==> src/rtl/deser_pkg.sv <==
// Shared types for the bit-serial word deserializer.
// The PARITY state is only reached when DESER_PARITY_EN is defined.
package deser_pkg;

  typedef enum logic [1:0] {
    IDLE   = 2'd0,
    SHIFT  = 2'd1,
    PARITY = 2'd2
  } deser_state_t;

  localparam int DESER_DEFAULT_WIDTH = 8;

endpackage

==> src/rtl/deser_out_buf.sv <==
// One-entry valid/ready holding register for completed words.
// A word arriving while the entry is full and not being drained is dropped and flagged.
module deser_out_buf #(
  parameter int WIDTH = 8
) (
  input  logic             clk,
  input  logic             rst,
  input  logic             load_i,
  input  logic [WIDTH-1:0] load_data_i,
  input  logic             load_perr_i,
  input  logic             out_ready_i,
  output logic             out_valid_o,
  output logic [WIDTH-1:0] out_data_o,
  output logic             out_perr_o,
  output logic             overrun_o
);

  logic             valid_q, valid_d;
  logic [WIDTH-1:0] data_q, data_d;
  logic             perr_q, perr_d;
  logic             overrun_q, overrun_d;
  logic             can_load;

  // Handshake: a word leaves when out_valid_o && out_ready_i at a posedge; a
  // drain and a load in the same cycle keep out_valid_o high with the new word.
  always_comb begin
    valid_d   = valid_q;
    data_d    = data_q;
    perr_d    = perr_q;
    overrun_d = 1'b0;
    can_load  = !valid_q || out_ready_i;
    if (load_i && can_load) begin
      valid_d = 1'b1;
      data_d  = load_data_i;
      perr_d  = load_perr_i;
    end else begin
      if (valid_q && out_ready_i) valid_d = 1'b0;
      if (load_i) overrun_d = 1'b1;
    end
  end

  always_ff @(posedge clk) begin
    if (rst) begin
      valid_q   <= 1'b0;
      data_q    <= '0;
      perr_q    <= 1'b0;
      overrun_q <= 1'b0;
    end else begin
      valid_q   <= valid_d;
      data_q    <= data_d;
      perr_q    <= perr_d;
      overrun_q <= overrun_d;
    end
  end

  assign out_valid_o = valid_q;
  assign out_data_o  = data_q;
  assign out_perr_o  = perr_q;
  assign overrun_o   = overrun_q;

endmodule

==> src/rtl/serial_word_deserializer.sv <==
// Collects start-aligned 1-bit samples into WIDTH-bit words behind a one-entry output buffer.
// Define DESER_PARITY_EN to expect an even-parity bit after each word's data bits.
module serial_word_deserializer
  import deser_pkg::*;
#(
  parameter int WIDTH     = DESER_DEFAULT_WIDTH,
  parameter bit MSB_FIRST = 1'b1
) (
  input  logic             clk,
  input  logic             rst,
  input  logic             sin_valid,
  input  logic             sin_data,
  input  logic             sin_start,
  output logic             out_valid,
  input  logic             out_ready,
  output logic [WIDTH-1:0] out_data,
  output logic             out_perr,
  output logic             overrun,
  output logic             busy
);

  localparam int CW = $clog2(WIDTH + 1);

  deser_state_t     state_q, state_d;
  logic [CW-1:0]    cnt_q, cnt_d;
  logic [WIDTH-1:0] shift_q, shift_d;
  logic             done_q, done_d;
  logic [WIDTH-1:0] done_data_q, done_data_d;
  logic             done_perr_q, done_perr_d;
  logic [WIDTH-1:0] shifted;
  logic [WIDTH-1:0] first;

  always_comb begin
    shifted = MSB_FIRST ? {shift_q[WIDTH-2:0], sin_data} : {sin_data, shift_q[WIDTH-1:1]};
    first   = MSB_FIRST ? {{(WIDTH-1){1'b0}}, sin_data} : {sin_data, {(WIDTH-1){1'b0}}};
  end

  // A start strobe always wins, even on what would have been a completing bit.
  always_comb begin
    state_d     = state_q;
    cnt_d       = cnt_q;
    shift_d     = shift_q;
    done_d      = 1'b0;
    done_data_d = done_data_q;
    done_perr_d = done_perr_q;
    if (sin_valid) begin
      if (sin_start) begin
        state_d = SHIFT;
        cnt_d   = CW'(1);
        shift_d = first;
      end else begin
        case (state_q)
          IDLE: ;
          SHIFT: begin
            shift_d = shifted;
            if (cnt_q == CW'(WIDTH - 1)) begin
`ifdef DESER_PARITY_EN
              cnt_d   = CW'(WIDTH);
              state_d = PARITY;
`else
              cnt_d       = '0;
              done_d      = 1'b1;
              done_data_d = shifted;
              done_perr_d = 1'b0;
`endif
            end else begin
              cnt_d = cnt_q + CW'(1);
            end
          end
`ifdef DESER_PARITY_EN
          PARITY: begin
            cnt_d       = '0;
            state_d     = SHIFT;
            done_d      = 1'b1;
            done_data_d = shift_q;
            done_perr_d = ^{shift_q, sin_data};
          end
`endif
          default: state_d = IDLE;
        endcase
      end
    end
  end

  // The completed word is staged one cycle so the shift register can start the next word at once.
  always_ff @(posedge clk) begin
    if (rst) begin
      state_q     <= IDLE;
      cnt_q       <= '0;
      shift_q     <= '0;
      done_q      <= 1'b0;
      done_data_q <= '0;
      done_perr_q <= 1'b0;
    end else begin
      state_q     <= state_d;
      cnt_q       <= cnt_d;
      shift_q     <= shift_d;
      done_q      <= done_d;
      done_data_q <= done_data_d;
      done_perr_q <= done_perr_d;
    end
  end

  assign busy = (state_q != IDLE);

  deser_out_buf #(
    .WIDTH(WIDTH)
  ) u_out_buf (
    .clk         (clk),
    .rst         (rst),
    .load_i      (done_q),
    .load_data_i (done_data_q),
    .load_perr_i (done_perr_q),
    .out_ready_i (out_ready),
    .out_valid_o (out_valid),
    .out_data_o  (out_data),
    .out_perr_o  (out_perr),
    .overrun_o   (overrun)
  );

endmodule

==> config.mk <==
export PLATFORM = sky130hd
export DESIGN_NAME = serial_word_deserializer
export DESIGN_NICKNAME = d
export VERILOG_FILES = /design/src/rtl/deser_pkg.sv /design/src/rtl/deser_out_buf.sv /design/src/rtl/serial_word_deserializer.sv
export SDC_FILE = /design/constraint.sdc
export NUM_CORES = 1
export LEC_CHECK = 0
export ABC_CLOCK_PERIOD_IN_PS = 1700
export BUFFER_PORTS_ARGS = -buffer_cell sky130_fd_sc_hd__buf_2
export CELL_PAD_IN_SITES_DETAIL_PLACEMENT = 1
export CELL_PAD_IN_SITES_GLOBAL_PLACEMENT = 2
export CORE_UTILIZATION = 33
export DETAILED_ROUTE_END_ITERATION = 7
export GPL_TIMING_DRIVEN = 0
export PLACE_DENSITY_LB_ADDON = 0.25
export SYNTH_ARGS = -nofsm -noshare
export SYNTH_HDL_FRONTEND = slang
export SYNTH_SLANG_ARGS = --single-unit
==> constraint.sdc <==
create_clock -name clk -period 1.7 [get_ports clk]
set_input_delay 0.255 -clock clk [delete_from_list [all_inputs] [get_ports clk]]
set_output_delay 0.255 -clock clk [all_outputs]
set_load 0.005 [all_outputs]
==> metrics.txt <==
drt drc 0; CP Max Fanout 10; global-route wire length before repair about 5400 µm; FF+latch area 621 µm²; sequential-to-total area share from yosys stat about 48%; reg2reg start state_q[0]$_SDFFE_PP0P_; CTS Root Cell clkbuf_8; TNS Setup 0 ps; Hold Path Stages 2; worst path arrival time 1630 ps; Layout fillers between 400 and 500; share of the synthesized area in the top cell type between 40% and 50%; max-slew violations 0; Max Cap Viol 0; site row count 22; Final Setup Violations 0; #FFs+latches synth 31; PD cells 909 mW/mm²; Synth Area per Inst ~8.5 µm²; Slowest-stage cell, CP dfxtp_1; post-layout min period 1490 ps; DR top layer met4; area delta synth->final 17.1%; area of the mapped netlist 0.00131 mm²; Placer Congestion 0.732; Max-slew headroom between 50% and 60%; RR Endpoint done_data_q[2]$_SDFFE_PP0P_; final cell count without fillers ~220; fin util 41.1%; slowest cell delay on critical path approximately 320 ps; wire length on met2 1530 µm; CTS tree built; Synth Instances 154; Core Box Area ~0.0037 mm²; clock sinks 31; CTS Hold Buffers Added 0; Wirelength per Cell 13.9 µm; number of H-tree levels 2; # resized after CTS 0; placed cells between 200 and 250; Least-Margin Pin Slew 616 ps; Worst-path clk slew 60 ps; initial cell density of the core 35.2%; final worst-path cycle share roughly 88%; CP Class reg2reg; min-delay src rst; Cell Chain, Critical Path clkbuf_2 -> buf_2 -> nand3b_1 -> o21ai_0 -> a21oi_1; Vias 1,160; synth warn 0; outcome completed; Post-CTS Setup Repair Bufs 0; WL met3 111 µm; largest net degree at the start of global routing 11; Fin Clk Skew 1.87 ps; Ports 18; Detailed Routing Iterations Pass 1 4; footprint of the multi-input gates 621 µm²; total gr overflow 0; clock latency on the worst-skew pair 270 ps; Startpoint Class register; Worst IR Drop VDD 0.365 mV; Hold Crit Endpoint cnt_q[0]$_SDFFE_PP0P_; final wirelength around 3100 µm; fraction of layout cells with a size suffix above 1 between 10% and 20%; CP required roughly 1800 ps; vias in the first global route between 1k and 1.5k; Distinct cells, synth 29; Leak Pwr between 0.5 and 0.6 nW; worst reg-to-reg path cell count 5; synth top area cells dfxtp_1, a21oi_1, nand3_1; Syn Nets 161; Vias/cell 5.18; Port Buffers 15; DRT antenna net count 0; Max Freq 670 MHz; gr usage total between 10% and 20%; Hold WC Path Type in2reg; ANT cells 0; Die Wd 64.9 µm; half-perimeter wire length after placement 2280 µm; die span in y 64.9 µm; Final Hold Fails 0; Crit. End Element register; Die ar. 0.00421 mm²; total CTS buffers 5; clock tree buffer depth 2; RSZ-0062 raised after global routing no; Post-Route M1 WL 1390 µm; initial drt markers 27; initial antenna violation count 0; area leader, netlist dfxtp_1; nets@finish 183; flop2flop setup slack roughly 210 ps
[stage by stage]
step	hold slack (ps)	power [mW]	setup slack [ps]	area, µm²
after floorplan	324	0.802	357	1310
after global placement	456	0.827	255	1440
after detailed placement	463	0.829	190	1440
after CTS	183	1.42	181	1530
after global routing	184	1.47	63.1	1530
final	197	1.39	208	1530
[per-layer routing]
metal / vias up / track usage [%]
met5: - / 0
met4: 0 / 9.17
met3: 7 / 4.93
met2: 23 / 30.1
met1: 539 / 18.2
li1: 591 / -
[power by group]
part           internal [mW]  leakage (nW)  switching, mW
clock                  0.317        0.0470          0.261
combinational         0.0280         0.261         0.0478
sequential             0.732         0.250        0.00493
total                   1.08         0.559          0.314
[cells in the mapped netlist (all sizes together)]
cell and instances:
dfxtp 31, a21oi 25, nand3 22, o21ai 18
nand2b 11, buf 7, clkbuf 6, nor2 5
a21o 4, a22oi 2, and3b 2, nand2 2
nand3b 2, nor2b 2, nor3 2, or3 2
a2111oi 1, a21boi 1, a31oi 1, and4b 1
conb 1, ha 1, inv 1, mux2i 1
nand4b 1, o21bai 1, or2 1
[sequential cells by signal, summed over array words and instances, names as in the netlist]
name	flops
cnt_q	4
done_data_q	8
done_q	1
shift_q	7
state_q	1
u_out_buf.out_data_o	8
u_out_buf.out_valid_o	1
u_out_buf.overrun_o	1
[worst max-delay path: cells and delay by family (launching register included)]
family	cells	cell delay, ps
buffers and inverters	2	440
AO/OA/AOI/OAI	2	340
flip-flops	1	320
AND/OR/NAND/NOR	1	260
[cell type report]
cell class	count	area share [%]
Inverter	1	0.245
Clock inverter	1	0.327
Buffer	13	4.01
Sequential cell	31	40.6
Multi-Input combinational cell	109	40.6
Clock buffer	6	5.40
Tap cell	48	3.93
Timing Repair Buffer	15	4.91
[cell families after synthesis]
logic type | share of synthesized area (%)
AOI/OAI and AO/OA | 22.7
and+or+nand+nor | 22.8
DFF | 47.5
buffers and inverters | 4.98
muxes | 0.766
adders and majority gates | 0.958
other | 0.287
[how the worst max path moves through the flow]
stage,start,endpoint,cells after the start
2_1_floorplan,cnt_q[0]$_SDFFE_PP0P_,cnt_q[3]$_SDFFE_PP0P_,4
3_3_place_gp,state_q[0]$_SDFFE_PP0P_,done_data_q[2]$_SDFFE_PP0P_,5
3_5_place_dp,state_q[0]$_SDFFE_PP0P_,done_data_q[2]$_SDFFE_PP0P_,5
4_1_cts,state_q[0]$_SDFFE_PP0P_,done_data_q[2]$_SDFFE_PP0P_,5
5_1_grt,state_q[0]$_SDFFE_PP0P_,done_data_q[2]$_SDFFE_PP0P_,5
6_report,state_q[0]$_SDFFE_PP0P_,done_data_q[2]$_SDFFE_PP0P_,5
[cell usage in the layout, fill, tap and decap left out, types with 2 or more instances in the layout]
cell and instances:
nor2b_1 2, nand2_1 2, nand3_1 22, or3_1 2, dfxtp_1 31, clkbuf_1 5
nor3_1 2, nand3b_1 2, nand2b_1 11, a21o_1 4, a21oi_1 25, buf_2 21
o21ai_0 18, nor2_1 5, clkbuf_8 6, and3b_1 2, a22oi_1 2
Note: power is estimated with default switching activity, not from simulation.
